--- src/rtl/vending_machine_ctrl_v2.sv ---
// Multi-item vending controller: accumulates 500/1000 credit, vends over a req/ack handshake, and refunds on timeout.
// Change is paid out one coin per cycle. All outputs are registered, so each one appears one cycle after the input that causes it.
module vending_machine_ctrl_v2 #(
  parameter int                          N_ITEMS      = 3,
  parameter int                          CREDIT_W     = 16,
  parameter logic [N_ITEMS*CREDIT_W-1:0] PRICES       = {16'd1500, 16'd1000, 16'd500},
  parameter int                          MAX_CREDIT   = 5000,
  parameter int                          VEND_TIMEOUT = 255,
  parameter bit                          AUTO_CHANGE  = 1'b1
) (
  input  logic                clk,
  input  logic                reset,
  input  logic                coin_500,
  input  logic                bill_1000,
  input  logic [N_ITEMS-1:0]  item_sel,
  input  logic                change_req,
  input  logic                vend_ack,
  output logic                vend_req,
  output logic [N_ITEMS-1:0]  vend_item,
  output logic                coin_reject,
  output logic                insufficient,
  output logic                vend_fault,
  output logic                change_1000,
  output logic                change_500,
  output logic [CREDIT_W-1:0] credit,
  output logic                busy
);

  localparam int TMR_W = (VEND_TIMEOUT > 1) ? $clog2(VEND_TIMEOUT) : 1;
  localparam logic [TMR_W-1:0]    TMR_LAST = TMR_W'(VEND_TIMEOUT - 1);
  localparam logic [CREDIT_W:0]   MAX_C    = (CREDIT_W + 1)'(MAX_CREDIT);
  localparam logic [CREDIT_W-1:0] C500     = CREDIT_W'(500);
  localparam logic [CREDIT_W-1:0] C1000    = CREDIT_W'(1000);

  typedef enum logic [1:0] {S_IDLE, S_VEND, S_CHANGE} state_t;

  state_t              state_q, state_d;
  logic [CREDIT_W-1:0] credit_q, credit_d;
  logic [CREDIT_W-1:0] price_q, price_d;
  logic [TMR_W-1:0]    timer_q, timer_d;
  logic [N_ITEMS-1:0]  item_q, item_d;
  logic                vend_req_q, vend_req_d;
  logic                coin_reject_q, coin_reject_d;
  logic                insufficient_q, insufficient_d;
  logic                vend_fault_q, vend_fault_d;
  logic                change_1000_q, change_1000_d;
  logic                change_500_q, change_500_d;

  logic                coin_any;
  logic [CREDIT_W:0]   credit_sum;
  logic [N_ITEMS-1:0]  sel_onehot;
  logic [CREDIT_W-1:0] sel_price;

  // Two's-complement trick isolates the lowest set bit, so the lowest index wins.
  always_comb begin
    sel_onehot = item_sel & (~item_sel + N_ITEMS'(1));
    sel_price  = '0;
    for (int i = 0; i < N_ITEMS; i++) begin
      if (sel_onehot[i]) sel_price = PRICES[i*CREDIT_W +: CREDIT_W];
    end
  end

  assign coin_any   = coin_500 | bill_1000;
  assign credit_sum = {1'b0, credit_q} + {1'b0, (bill_1000 ? C1000 : C500)};

  always_comb begin
    state_d        = state_q;
    credit_d       = credit_q;
    price_d        = price_q;
    timer_d        = timer_q;
    item_d         = item_q;
    vend_req_d     = vend_req_q;
    coin_reject_d  = 1'b0;
    insufficient_d = 1'b0;
    vend_fault_d   = 1'b0;
    change_1000_d  = 1'b0;
    change_500_d   = 1'b0;
    case (state_q)
      S_IDLE: begin
        if (coin_500 && bill_1000) begin
          coin_reject_d = 1'b1;
        end else if (coin_any) begin
          if (credit_sum <= MAX_C) credit_d = credit_sum[CREDIT_W-1:0];
          else coin_reject_d = 1'b1;
        end else if (|item_sel) begin
          if (credit_q >= sel_price) begin
            credit_d   = credit_q - sel_price;
            price_d    = sel_price;
            item_d     = sel_onehot;
            vend_req_d = 1'b1;
            timer_d    = '0;
            state_d    = S_VEND;
          end else begin
            insufficient_d = 1'b1;
          end
        end else if (change_req && credit_q != '0) begin
          state_d = S_CHANGE;
        end
      end
      S_VEND: begin
        coin_reject_d = coin_any;
        // An ack that lands on the timeout cycle still counts as a good vend.
        if (vend_ack) begin
          vend_req_d = 1'b0;
          item_d     = '0;
          state_d    = (AUTO_CHANGE && credit_q != '0) ? S_CHANGE : S_IDLE;
        end else if (timer_q == TMR_LAST) begin
          credit_d     = credit_q + price_q;
          vend_fault_d = 1'b1;
          vend_req_d   = 1'b0;
          item_d       = '0;
          state_d      = S_CHANGE;
        end else begin
          timer_d = timer_q + TMR_W'(1);
        end
      end
      S_CHANGE: begin
        coin_reject_d = coin_any;
        if (credit_q >= C1000) begin
          change_1000_d = 1'b1;
          credit_d      = credit_q - C1000;
        end else if (credit_q == C500) begin
          change_500_d = 1'b1;
          credit_d     = '0;
        end else begin
          state_d = S_IDLE;
        end
      end
      default: state_d = S_IDLE;
    endcase
  end

  always_ff @(posedge clk) begin
    if (reset) begin
      state_q        <= S_IDLE;
      credit_q       <= '0;
      price_q        <= '0;
      timer_q        <= '0;
      item_q         <= '0;
      vend_req_q     <= 1'b0;
      coin_reject_q  <= 1'b0;
      insufficient_q <= 1'b0;
      vend_fault_q   <= 1'b0;
      change_1000_q  <= 1'b0;
      change_500_q   <= 1'b0;
    end else begin
      state_q        <= state_d;
      credit_q       <= credit_d;
      price_q        <= price_d;
      timer_q        <= timer_d;
      item_q         <= item_d;
      vend_req_q     <= vend_req_d;
      coin_reject_q  <= coin_reject_d;
      insufficient_q <= insufficient_d;
      vend_fault_q   <= vend_fault_d;
      change_1000_q  <= change_1000_d;
      change_500_q   <= change_500_d;
    end
  end

  assign vend_req     = vend_req_q;
  assign vend_item    = item_q;
  assign coin_reject  = coin_reject_q;
  assign insufficient = insufficient_q;
  assign vend_fault   = vend_fault_q;
  assign change_1000  = change_1000_q;
  assign change_500   = change_500_q;
  assign credit       = credit_q;
  assign busy         = (state_q != S_IDLE);

endmodule

--- config.mk ---
export PLATFORM = sky130hd
export DESIGN_NAME = vending_machine_ctrl_v2
export DESIGN_NICKNAME = d
export VERILOG_FILES = /design/src/rtl/vending_machine_ctrl_v2.sv
export SDC_FILE = /design/constraint.sdc
export NUM_CORES = 1
export LEC_CHECK = 0
export ABC_AREA = 1
export BUFFER_PORTS_ARGS = -buffer_cell sky130_fd_sc_hd__buf_4
export CELL_PAD_IN_SITES_DETAIL_PLACEMENT = 1
export CELL_PAD_IN_SITES_GLOBAL_PLACEMENT = 1
export CORE_MARGIN = 5
export CORE_UTILIZATION = 46
export DETAILED_ROUTE_END_ITERATION = 16
export PLACE_DENSITY_LB_ADDON = 0.1
export SYNTH_ARGS = -nofsm -noshare
export SYNTH_HDL_FRONTEND = slang
export SYNTH_SLANG_ARGS = --single-unit
--- constraint.sdc ---
create_clock -name clk -period 4.4 [get_ports clk]
set_input_delay 0.22 -clock clk [delete_from_list [all_inputs] [get_ports clk]]
set_output_delay 0.22 -clock clk [all_outputs]
set_load 0.02 [all_outputs]
======== Word-level counts from Yosys, hierarchy flattened ========
Index checks and enable logic that the tools add are counted.
storage, ports and cells
  word-level logic and storage cells ...... 121
  output and inout bits ................... 26
  input port bits ......................... 9
  register bits ........................... 51
cells by class
  muxes and demuxes ....................... 54
  equal/unequal tests ..................... 20
  bitwise gates (word level) .............. 9
  reduce and logical (&&, ||, !) cells .... 18
  magnitude comparators ................... 3
  $add $sub $neg .......................... 6
operators by type and width
  kind                                                                                 number
  16-bit two-way mux                                                                   10
  8-bit two-way mux                                                                    6
  16-bit case mux with 3 select lines                                                  1
  3-bit != test (second input constant)                                                7
  10-bit two-way mux                                                                   2
  2-bit two-way mux                                                                    10
  3-bit two-way mux                                                                    6
  2-bit != test (second input constant)                                                9
  16-bit by 10-bit adder with 17-bit output                                            1
  17-bit by 13-bit less-or-equal comparator with 1-bit output (second input constant)  1
  16-bit adder                                                                         1
  16-bit by 9-bit equality test with 1-bit output (second input constant)              1
  16-bit by 10-bit >= comparator with 1-bit output (second input constant)             1
  16-bit >= comparator                                                                 1
  8-bit case mux with 2 select lines                                                   1
  16-bit nonzero test                                                                  1
  16-bit by 10-bit subtractor with 16-bit output (second input constant)               1
  16-bit subtractor                                                                    1
  7-bit AND reduction                                                                  2
  1-bit two-way mux                                                                    13
  9-bit two-way mux                                                                    1
  3-bit OR reduction                                                                   3
  8-bit by 1-bit adder with 8-bit output (second input constant)                       1
  8-bit equality test (second input constant)                                          1
  other kinds (19)                                                                     28

======== Logic depth before layout (Yosys ltp) ========
  depth after elaboration ................. 12
  mapped depth ............................ 20

======== Worst setup path after synthesis ========
Ideal clock, no wire load.
  path type ............................... reg2reg
  from .................................... register credit_q[3], in the netlist credit[3]
  to ...................................... register credit_q[14], in the netlist credit[14]
  period minus slack after synthesis ...... 2.529 ns
  path slack .............................. 1.871 ns
  cell stages (with the launch flop) ...... 12
  buffers on the path ..................... 0
  data arrival time ....................... 2.417 ns
  path through ............................ dfxtp_1 inv_1 fa_1 o21ai_0 nand3_1 nand3_1 a21oi_1 or2_2 nand3_1 o211ai_1 nor2_1 nor2_1
between the ends
  longest elaborated chain between the ends .. 6
  elaborated cells on any way between the ends .. 21
  classes of those cells .................. add/sub: 4; order compare: 3; eq/ne: 4; mux: 9; reduce/logical: 1
ends and longest elaborated chain
  element                                                                            RTL line  source
  from (decl)                                                                        38        logic [CREDIT_W-1:0] credit_q, credit_d;
  from (signal assigned)                                                             148       credit_q <= credit_d;
  branches (longest 6 deep; another with 16-bit by 10-bit adder with 17-bit output)  --
Several ways; the timed one is not identified. The select of a mux whose other input is x is not followed.
A chain may end at the register's enable or synchronous reset.

======== Final worst setup path ========
  from .................................... register credit_q[2], in the netlist credit[2]
  to ...................................... register price_q[4]
between the ends
  longest elaborated chain between the ends .. 2
ends and longest elaborated chain
  element                               RTL line  source
  16-bit >= comparator                  86        if (credit_q >= sel_price) begin
  5-bit AND reduction (no source line)  --
  to (signal assigned)                  149       price_q <= price_d;
  to (decl)                             39        logic [CREDIT_W-1:0] price_q, price_d;
Every way passes these cells.

==> flow_summary.yaml <==
clocking:
  clk_path_buf_depth: 2
  clkSinkCount: 39
  cts_root_buffer: "clkbuf_8"
  clk_latency_ns: 0.30
  numCtsBuffers: 5
  hold_buffers: 0
  tritoncts: "done"
  post_cts_buffers: 0
  htreeDepth: 2
  cts_resized: 0
  path_clk_slew_ns: 0.09
logic_synthesis:
  synth_ff_type: "dfxtp_1"
  synth_top_family_by_area: "simple AND/OR/NAND/NOR gates"
  synth_common_cells: "165 x nand2_1, 72 x nor2_1, 68 x inv_1"
  synth_top_area_share_pct: 19.37
  ys.warnings.count: 0
  synth.most_common_cell: "nand2_1"
  synthTopCellsByArea: "dfxtp_1 19%, nand2_1 15%, ha_1 9.0%"
  synth-edff-count: 0
  syn_area_sq_um: 4031
  synth_xor_area_share_pct: 4.749
  synth.mux.area_fraction_pct: 0
  synth_cell_types: 50
  synthAdderAreaFrac_pct: 10.49
  synth_seq_cells: 39
  ys_seq_area_share_pct: 19.37
  netlist_instances: 650
  synth_area_per_cell_sq_um: 6.202
  yosysTopAreaCell: "dfxtp_1"
  async_reset_ff_share_pct: 0
  synthSimpleGateAreaFrac_pct: 38.73
  synth-compound-area-share_pct: 15.89
floorplan:
  core.rowCount: 34
  start_util_pct: 46.68
  dieArea_sq_um: 10740
  die_h_um: 103.6
  ioPinCount: 35
  core_area_sq_um: 8636
  die_w_um: 103.6
timing:
  rsz0062_at_grt: "no"
  setup_viol: 0
  post-route-period-util_pct: 69.32
  tightest_slew_ns: 0.6619
  hold_ws_ns: 0.1137
  maxSlewHeadroom_pct: 55.71
  final-hold-violation-count: 0
  fmax_mhz: 327.9
  fin_setup_tns_ns: 0
  maxSlewViolCount: 0
  post-route-min-period_ns: 3.050
  fin_skew_ns: 0.01281
power:
  p_int_mw: 1.234
  vdd_drop_max_mv: 0.3079
  clkPwrFrac_pct: 11.1
  power.switching_mw: 1.599
  switching_share_pct: 56.45
  powerDensity_nw_per_um2: 642.8
  cellLeakagePower_nw: 2.149
  pwr-share-seq_pct: 21.2
  p_total_mw: 2.833
  combPwrFrac_pct: 67.7
routing:
  drtAntennaViolNets: 0
  drc: 0
  firstDrtPassIters: 5
  num_vias: 4565
  wirelength_um: 15000
  drt-wirelength-per-cell_um: 19.18
  via_per_inst: 5.838
  initialDrtViolationCount: 260
flow_run:
  drv_cap: 0
placed_design:
  dp_hpwl_um: 12130
  portBuffers: 32
  gp_congestion: 0.9600
grt:
  antenna_found_initial: 0
  grt_pass1_vias: 4842
  grt_max_degree: 19
  overflow: 0
  track_usage_pct: 27.54
  grt_pass1_wl_um: 24270
critical_path:
  endpoint_kind: "flip-flop"
  crit_buf_inv: 2
  critical_path.max_stage_delay_ns: 0.52
  path_cells: "inv_1 -> ha_1 -> fa_1 -> inv_1 -> nand4_1 -> nand3_1 -> nor2_1 -> nor2_1 -> o21ai_0 -> a21oi_1"
  cp.arrival_ns: 3.25
  worstSetupStartpointType: "flip-flop"
  cp_data_required_time_ns: 4.60
  cp_top_family: "simple AND/OR/NAND/NOR gates"
  worstSetupPathType: "flip-flop to flip-flop"
  crit_path_top_delay_cell: "nor2_1"
  worstPathMaxFanout: 11
layout:
  layout.nets: 714
  insertedDiodeCount: 0
  n_fill_cell: 1211
  area_delta_synth_final_pct: 9.311
  drive_above_1_share_pct: 13.95
status:
  status: "finished clean"
hold_path:
  hold_class: "primary input to flip-flop"
==> power by group through the flow <==
stage	Sequential (mW)	Combinational, mW	Clock, mW
finish	0.601	1.92	0.315
global route	0.611	2.12	0.330
CTS	0.597	1.90	0.319
detailed placement	0.604	1.88	0
global placement	0.597	1.81	0
floorplan	0.596	1.35	0
==> path summary, 6_finish.rpt <==
path           startpoint            to  slack, ns  depth (start not counted)
max             credit[2]    price_q[4]       1.35                         10
min reg2reg  vend_item[0]  vend_item[0]       0.48                          2
max reg2reg     credit[2]    price_q[4]       1.35                         10
min              vend_ack    vend_fault       0.11                          2
==> stage by stage <==
| stage | cells | util [%] | setup WS (ns) | cell area [sq um] |
|---|---|---|---|---|
| final | 782 | 51.03 | 1.350 | 4407 |
| after global routing | 782 | 51.03 | 1.183 | 4407 |
| after CTS | 782 | 51.03 | 1.431 | 4407 |
| after detailed placement | 774 | 49.72 | 1.209 | 4294 |
| after global placement | 774 | 49.72 | 1.281 | 4294 |
| after floorplan | 651 | - | 1.871 | 4035 |
==> layout make-up <==
type | count | area, sq um | share of cell area, %
Inverter | 78 | 299.0 | 6.786
Multi-Input combinational cell | 515 | 2824 | 64.08
Clock inverter | 3 | 43.79 | 0.9938
Sequential cell | 39 | 780.7 | 17.72
Clock buffer | 5 | 68.82 | 1.562
Tap cell | 108 | 135.1 | 3.066
Timing Repair Buffer | 34 | 255.2 | 5.792
==> state kept, by name, summed over array words and instances (netlist names), 2 cells and up <==
register and cells:
state_q 2, price_q 6, vend_item 3, timer_q 8, credit 14
==> layout by cell type (no fill, tap or decap), drive strengths merged, types with 3 or more instances in the layout <==
cell and n:
a21oi 50, buf 34, clkbuf 5, clkinv 4, dfxtp 39, fa 3, ha 29, inv 76
nand2 182, nand3 58, nand4 11, nor2 82, nor3 7, o211ai 6, o21ai 39, o21bai 3
o221ai 3, or2 5, xnor2 3, xor2 18
==> cells by family (layout without fill, tap and decap cells) <==
family                     count (synthesis)  after routing
AOI/OAI and AO/OA                        111            111
buffers and inverters                     97            120
other                                      1              2
xor gates and xnor gates                  21             21
adders and majority gates                 32             32
DFF                                       39             39
and+or+nand+nor                          349            349
==> per-layer routing <==
metal,share of wire (%),track usage [%]
met5,0,0
met4,5.3,14.62
met3,3.7,3.358
met2,49,48.22
met1,42,32.51
Power figures use the tool's default switching activity.
